==> src/rtl/algofoogle_recip_pkg.sv <==
// algofoogle_recip_pkg: shared Q-format, beat and divider constants plus FSM state type (RECIP_ROUND_EN adds a rounding iteration)
package algofoogle_recip_pkg;
  localparam int INT_BITS = 6;
  localparam int FRAC_BITS = 10;
  localparam int IN_W = 4;
  localparam int OUT_W = 8;
  localparam int W = INT_BITS + FRAC_BITS;
  localparam int NIN = W / IN_W;
  localparam int NOUT = W / OUT_W;
`ifdef RECIP_ROUND_EN
  localparam int ITER = 2 * FRAC_BITS + 2;
`else
  localparam int ITER = 2 * FRAC_BITS + 1;
`endif
  localparam logic [W-1:0] SAT_POS = {1'b0, {(W-1){1'b1}}};
  localparam int CW = $clog2(ITER + 1);
  localparam int NIN_BW = NIN > 1 ? $clog2(NIN) : 1;
  localparam int NOUT_BW = NOUT > 1 ? $clog2(NOUT) : 1;
  typedef enum logic [1:0] {LOAD, CALC, FIX, EMIT} state_t;
endpackage

==> src/rtl/algofoogle_recip_serial_divider.sv <==
// recip_divider_core: iterative restoring divide of the constant 2^(ITER-1) by mag, one quotient bit per clock
module recip_divider_core
  import algofoogle_recip_pkg::*;
(
  input  logic            clk,
  input  logic            reset,
  input  logic            start,
  input  logic [W-1:0]    mag,
  output logic            done,
  output logic [ITER-1:0] q
);
  logic busy;
  logic [CW-1:0] cnt;
  logic [W-1:0] rem;
  logic [W:0] trial, diff;
  logic ge;
  // the dividend is a single 1 in its MSB, so only the first iteration shifts in a 1
  always_comb begin
    trial = {rem, cnt == '0};
    diff = trial - {1'b0, mag};
    ge = trial >= {1'b0, mag};
    done = busy && cnt == CW'(ITER - 1);
  end
  always_ff @(posedge clk) begin
    if (reset) begin
      busy <= 1'b0;
      cnt <= '0;
      rem <= '0;
      q <= '0;
    end else if (start) begin
      busy <= 1'b1;
      cnt <= '0;
      rem <= '0;
      q <= '0;
    end else if (busy) begin
      rem <= ge ? diff[W-1:0] : trial[W-1:0];
      q <= {q[ITER-2:0], ge};
      cnt <= cnt + 1'b1;
      busy <= !done;
    end
  end
endmodule

==> src/rtl/algofoogle_recip_serial.sv <==
// algofoogle_recip_serial: beat-serial signed fixed-point reciprocal with valid/ready on both sides (RECIP_ROUND_EN rounds half-up)
module algofoogle_recip_serial
  import algofoogle_recip_pkg::*;
(
  input  logic             clk,
  input  logic             reset,
  input  logic             i_valid,
  output logic             o_ready,
  input  logic [IN_W-1:0]  i_data,
  input  logic             i_abs,
  output logic             o_valid,
  input  logic             i_ready,
  output logic [OUT_W-1:0] o_data,
  output logic             o_sat,
  output logic             o_busy
);
  state_t state, state_n;
  logic [W-1:0] operand, result, mag, mv, res;
  logic [NIN_BW-1:0] icnt;
  logic [NOUT_BW-1:0] ocnt;
  logic abs_r, sat_r, neg, sat, start, done, in_last, out_last;
  logic [ITER-1:0] q, qv;
  recip_divider_core u_div (
    .clk   (clk),
    .reset (reset),
    .start (start),
    .mag   (mag),
    .done  (done),
    .q     (q)
  );
  always_comb begin
    neg = operand[W-1];
    mag = neg ? -operand : operand;
    in_last = icnt == NIN_BW'(NIN - 1);
    out_last = ocnt == NOUT_BW'(NOUT - 1);
    start = state == LOAD && i_valid && in_last;
`ifdef RECIP_ROUND_EN
    qv = (q + 1'b1) >> 1;
`else
    qv = q;
`endif
    sat = mag == '0 || qv > {{(ITER-W){1'b0}}, SAT_POS};
    mv = sat ? SAT_POS : qv[W-1:0];
    res = neg && !abs_r ? -mv : mv;
    state_n = state == LOAD ? (start ? CALC : LOAD) :
              state == CALC ? (done ? FIX : CALC) :
              state == FIX  ? EMIT :
              (i_ready && out_last ? LOAD : EMIT);
  end
  always_ff @(posedge clk) begin
    if (reset) begin
      state <= LOAD;
      operand <= '0;
      result <= '0;
      icnt <= '0;
      ocnt <= '0;
      abs_r <= 1'b0;
      sat_r <= 1'b0;
    end else begin
      state <= state_n;
      if (state == LOAD && i_valid) begin
        operand <= W'({operand, i_data});
        icnt <= in_last ? '0 : icnt + 1'b1;
        if (in_last) abs_r <= i_abs;
      end
      if (state == FIX) begin
        result <= res;
        sat_r <= sat;
        ocnt <= '0;
      end
      // the MS beat always sits at the top; accepted beats shift out
      if (state == EMIT && i_ready) begin
        result <= result << OUT_W;
        ocnt <= ocnt + 1'b1;
      end
    end
  end
  assign o_ready = state == LOAD;
  assign o_valid = state == EMIT;
  assign o_busy = state != LOAD;
  assign o_data = result[W-1 -: OUT_W];
  assign o_sat = sat_r;
endmodule

==> config.mk <==
export PLATFORM = sky130hd
export DESIGN_NAME = algofoogle_recip_serial
export DESIGN_NICKNAME = d
export VERILOG_FILES = /design/src/rtl/algofoogle_recip_pkg.sv /design/src/rtl/algofoogle_recip_serial_divider.sv /design/src/rtl/algofoogle_recip_serial.sv
export SDC_FILE = /design/constraint.sdc
export NUM_CORES = 1
export LEC_CHECK = 0
export CORE_ASPECT_RATIO = 1.75
export CORE_MARGIN = 2
export CORE_UTILIZATION = 62
export CTS_CLUSTER_DIAMETER = 80
export DETAILED_ROUTE_END_ITERATION = 8
export PLACE_DENSITY = 0.81
export SETUP_SLACK_MARGIN = 0.05
export SLEW_MARGIN = 20
export SYNTH_ARGS = -nofsm -noshare
export SYNTH_HDL_FRONTEND = slang
export SYNTH_HIERARCHICAL = 1
export SYNTH_SLANG_ARGS = --single-unit
==> constraint.sdc <==
create_clock -name clk -period 6.8 [get_ports clk]
set_input_delay 2.04 -clock clk [delete_from_list [all_inputs] [get_ports clk]]
set_output_delay 2.04 -clock clk [all_outputs]
set_load 0.01 [all_outputs]
==> impl_metrics.tcl <==
set metrics [dict create \
    syn_inst 646 \
    drt_iter0_markers 344 \
    synthesis.nets 677 \
    max_freq_mhz 199.7 \
    routed_via_density 6.380 \
    hold_path_class "flip-flop to flip-flop" \
    cts.path.max_buffers 2 \
    cp.required_ns 7.01 \
    tightest_slew_ns 0.8646 \
    grt_pass1_wl_um 21420 \
    period_share_pct 73.65 \
    num_vias 4638 \
    ir_worst_vdd_mv 0.1792 \
    ys_ff_latch 82 \
    core-area_um2 8258 \
    ios 21 \
    slew_headroom_pct 42.28 \
    n_antenna_cell 0 \
    ctsHoldBuffers 0 \
    cts_tree "yes" \
    synth-edff-count 0 \
    critPathCaptureType "flip-flop" \
    yosysWarnings 6 \
    grt-ovfl-total 0 \
    avgSynthCellArea_um2 8.108 \
    clk_pin_slew_worst_paths_ns 0.06 \
    antenna_found_initial 0 \
    dr.pass1.iters 7 \
    maxSlewViolCount 0 \
    hold_depth 2 \
    cp-start-kind "flip-flop" \
    io_buffers 20 \
    critical-path-max-stage-delay_ns 0.59 \
    crit_chain "or4_4, or3_4, o41ai_2, xnor2_1, nand4b_4, nand2_2, nor2_1, ha_1, or3b_2, or3_1, nor3_1, nand2b_1, nor4b_2, mux2_2, nand3_1, a221oi_2" \
    chipWidth_um 73.48 \
    dr_wl_met3_um 471 \
    place.gp.congestion 0.9547 \
    period_needed_ns 5.008 \
    power_leakage_uw 0.002090 \
    routed.top_layer "met4" \
    hold_viol 0 \
    synth_async_sr_flop_share_pct 0 \
    tns_ns 0 \
    start_util_pct 63.42 \
    cp.arrival_ns 5.21 \
    wirelength_um 12940 \
    rsz0062_at_grt "no" \
    met2_length_um 6817 \
    drc_errors 0 \
    cts_buffers 9 \
    worstSetupPathType "flip-flop to flip-flop" \
    clock_latency_ns 0.34 \
    worst-path-max-fanout 13 \
    p_per_area_nw_per_um2 209.7 \
    htree_levels 3 \
    track_usage_pct 29.77 \
    grt_pass1_vias 4497 \
    slowest_stage "or4_4" \
    clock_sink_count 82 \
    num-nets-final 661 \
    setup_ws_ns 1.792 \
    drtAntennaViolNets 0 \
    dp_hpwl_um 9517 \
    wl_met1_um 4790 \
    fin_worst_skew_ns 0.009234 \
    cts.repair.resized 0 \
    run_status "finished clean" \
    synth_ff_type "dfxtp_1" \
    die_h_um 125.6 \
    r2r_cells 16 \
    timing.hold.ws_ns 0.4649 \
    num_rows 44 \
    die_area_um2 9228 \
    wl_per_cell_um 17.80 \
    setup_violations 0 \
    pre_cts_slack_ns 1.792 \
    cts_setup_buffers 0 \
    synth-seq-area-share_pct 31.34 \
    netlist_area_um2 5238 \
    drive_gt1_share_pct 7.559 \
    area_growth_pct 6.617 \
    grt_max_degree 56 \
    cap_violations 0 \
    cts-root-buf "clkbuf_16" \
    synth_cell_types 75 \
]
## synthesized netlist by cell type (all sizes together), types with 4 or more instances
cell	count	area (µm²)
nor2b	5	31.28
a31oi	7	43.79
nor4	8	62.56
xor2	5	43.79
buf	20	157.6
xnor2	25	219.0
nand3	13	70.07
nor3	11	55.05
or3	10	67.56
nand2b	12	75.07
a21oi	52	260.3
dfxtp	82	1642
a21o	4	30.03
a211oi	12	100.1
a22oi	9	67.56
o211ai	8	60.06
ha	21	262.8
nor2	76	287.8
nand2	67	256.5
o21ai	27	135.1
o21a	5	37.54
clkbuf	29	110.1
or2	5	31.28
nand4	8	56.30
mux2i	39	390.4
and3	5	31.28
o41ai	5	66.32
or4	6	52.55
inv	28	105.1
## placed cells by master (no fill, tap or decap), types with 9 or more instances in the layout
| cell type | count |
|---|---|
| inv_1 | 28 |
| ha_1 | 21 |
| clkbuf_16 | 9 |
| nor3_1 | 11 |
| xnor2_1 | 25 |
| dfxtp_1 | 81 |
| a211oi_1 | 10 |
| nand2_1 | 65 |
| a21oi_1 | 52 |
| clkdlybuf4s50_1 | 20 |
| nor2_1 | 75 |
| or3_1 | 9 |
| a22oi_1 | 9 |
| mux2i_1 | 39 |
| nand2b_1 | 12 |
| o21ai_0 | 27 |
| nand3_1 | 12 |
## metal layers
layer,vias to the layer above,global-route usage [%]
li1,2254,-
met1,2173,30.76
met2,147,52.00
met3,64,5.560
met4,0,20.00
met5,-,0
## worst max-delay path: cells and delay by family, from the launching register on
| family | cells | cell delay (ns) |
|---|---|---|
| compound gates | 2 | 0.38 |
| xor+xnor | 1 | 0.19 |
| fa+ha+maj | 1 | 0.22 |
| flops | 1 | 0.42 |
| mux | 1 | 0.38 |
| simple gates | 11 | 3.28 |
## sequential cells by signal, summed over array words and instances (netlist names), 2 cells and up
register   flops
u_div/q       21
operand       16
result        16
u_div/rem     16
u_div/cnt      5
icnt           2
state          2
## worst paths after layout
check	startpoint	endpoint	slack, ns
setup / recovery	operand[5]$_SDFFE_PP0P_	result[12]$_SDFFE_PP0P_	1.79
hold / removal	icnt[1]$_SDFFE_PP0P_	icnt[1]$_SDFFE_PP0P_	0.46
setup reg to reg	operand[5]$_SDFFE_PP0P_	result[12]$_SDFFE_PP0P_	1.79
hold reg to reg	icnt[1]$_SDFFE_PP0P_	icnt[1]$_SDFFE_PP0P_	0.46
## cell type report
| type | instances | area, µm² |
|---|---|---|
| clock buffers | 12 | 256.5 |
| clock inverters | 4 | 26.28 |
| fillers | 681 | 2674 |
| inverters | 28 | 105.1 |
| multi-input cells | 487 | 3223 |
| flip-flops and latches | 82 | 1643 |
| well taps | 92 | 115.1 |
| repair buffers | 22 | 215.2 |
## metrics by stage
stage / instance area [µm²] / std cells / util, % / power, µW
floorplan: 5238 / 646 / - / 690.5
global placement: 5301 / 711 / 64.20 / 712.4
detailed placement: 5301 / 711 / 64.20 / 716.4
CTS: 5584 / 727 / 67.62 / 1176
global route: 5584 / 727 / 67.62 / 1222
finish: 5584 / 727 / 67.62 / 1171
## cells by family after synthesis
kind of cell | count (synthesis) | share of synthesized area [%]
multiplexers | 41 | 7.883
flip-flops | 82 | 31.34
buffers and inverters | 77 | 7.119
AND/OR/NAND/NOR | 239 | 22.96
XOR/XNOR | 30 | 5.017
adder cells (fa/ha/maj) | 22 | 5.399
AO/OA/AOI/OAI | 155 | 20.28
## report_power, final
group | switching (µW) | internal, µW | leakage (µW) | total [µW]
Clock | 195 | 267 | 0.000139 | 462
Sequential | 7.87 | 486 | 0.000662 | 494
Combinational | 123 | 91.6 | 0.00129 | 215
Total | 327 | 844 | 0.00209 | 1170
Power figures use the tool's default switching activity.
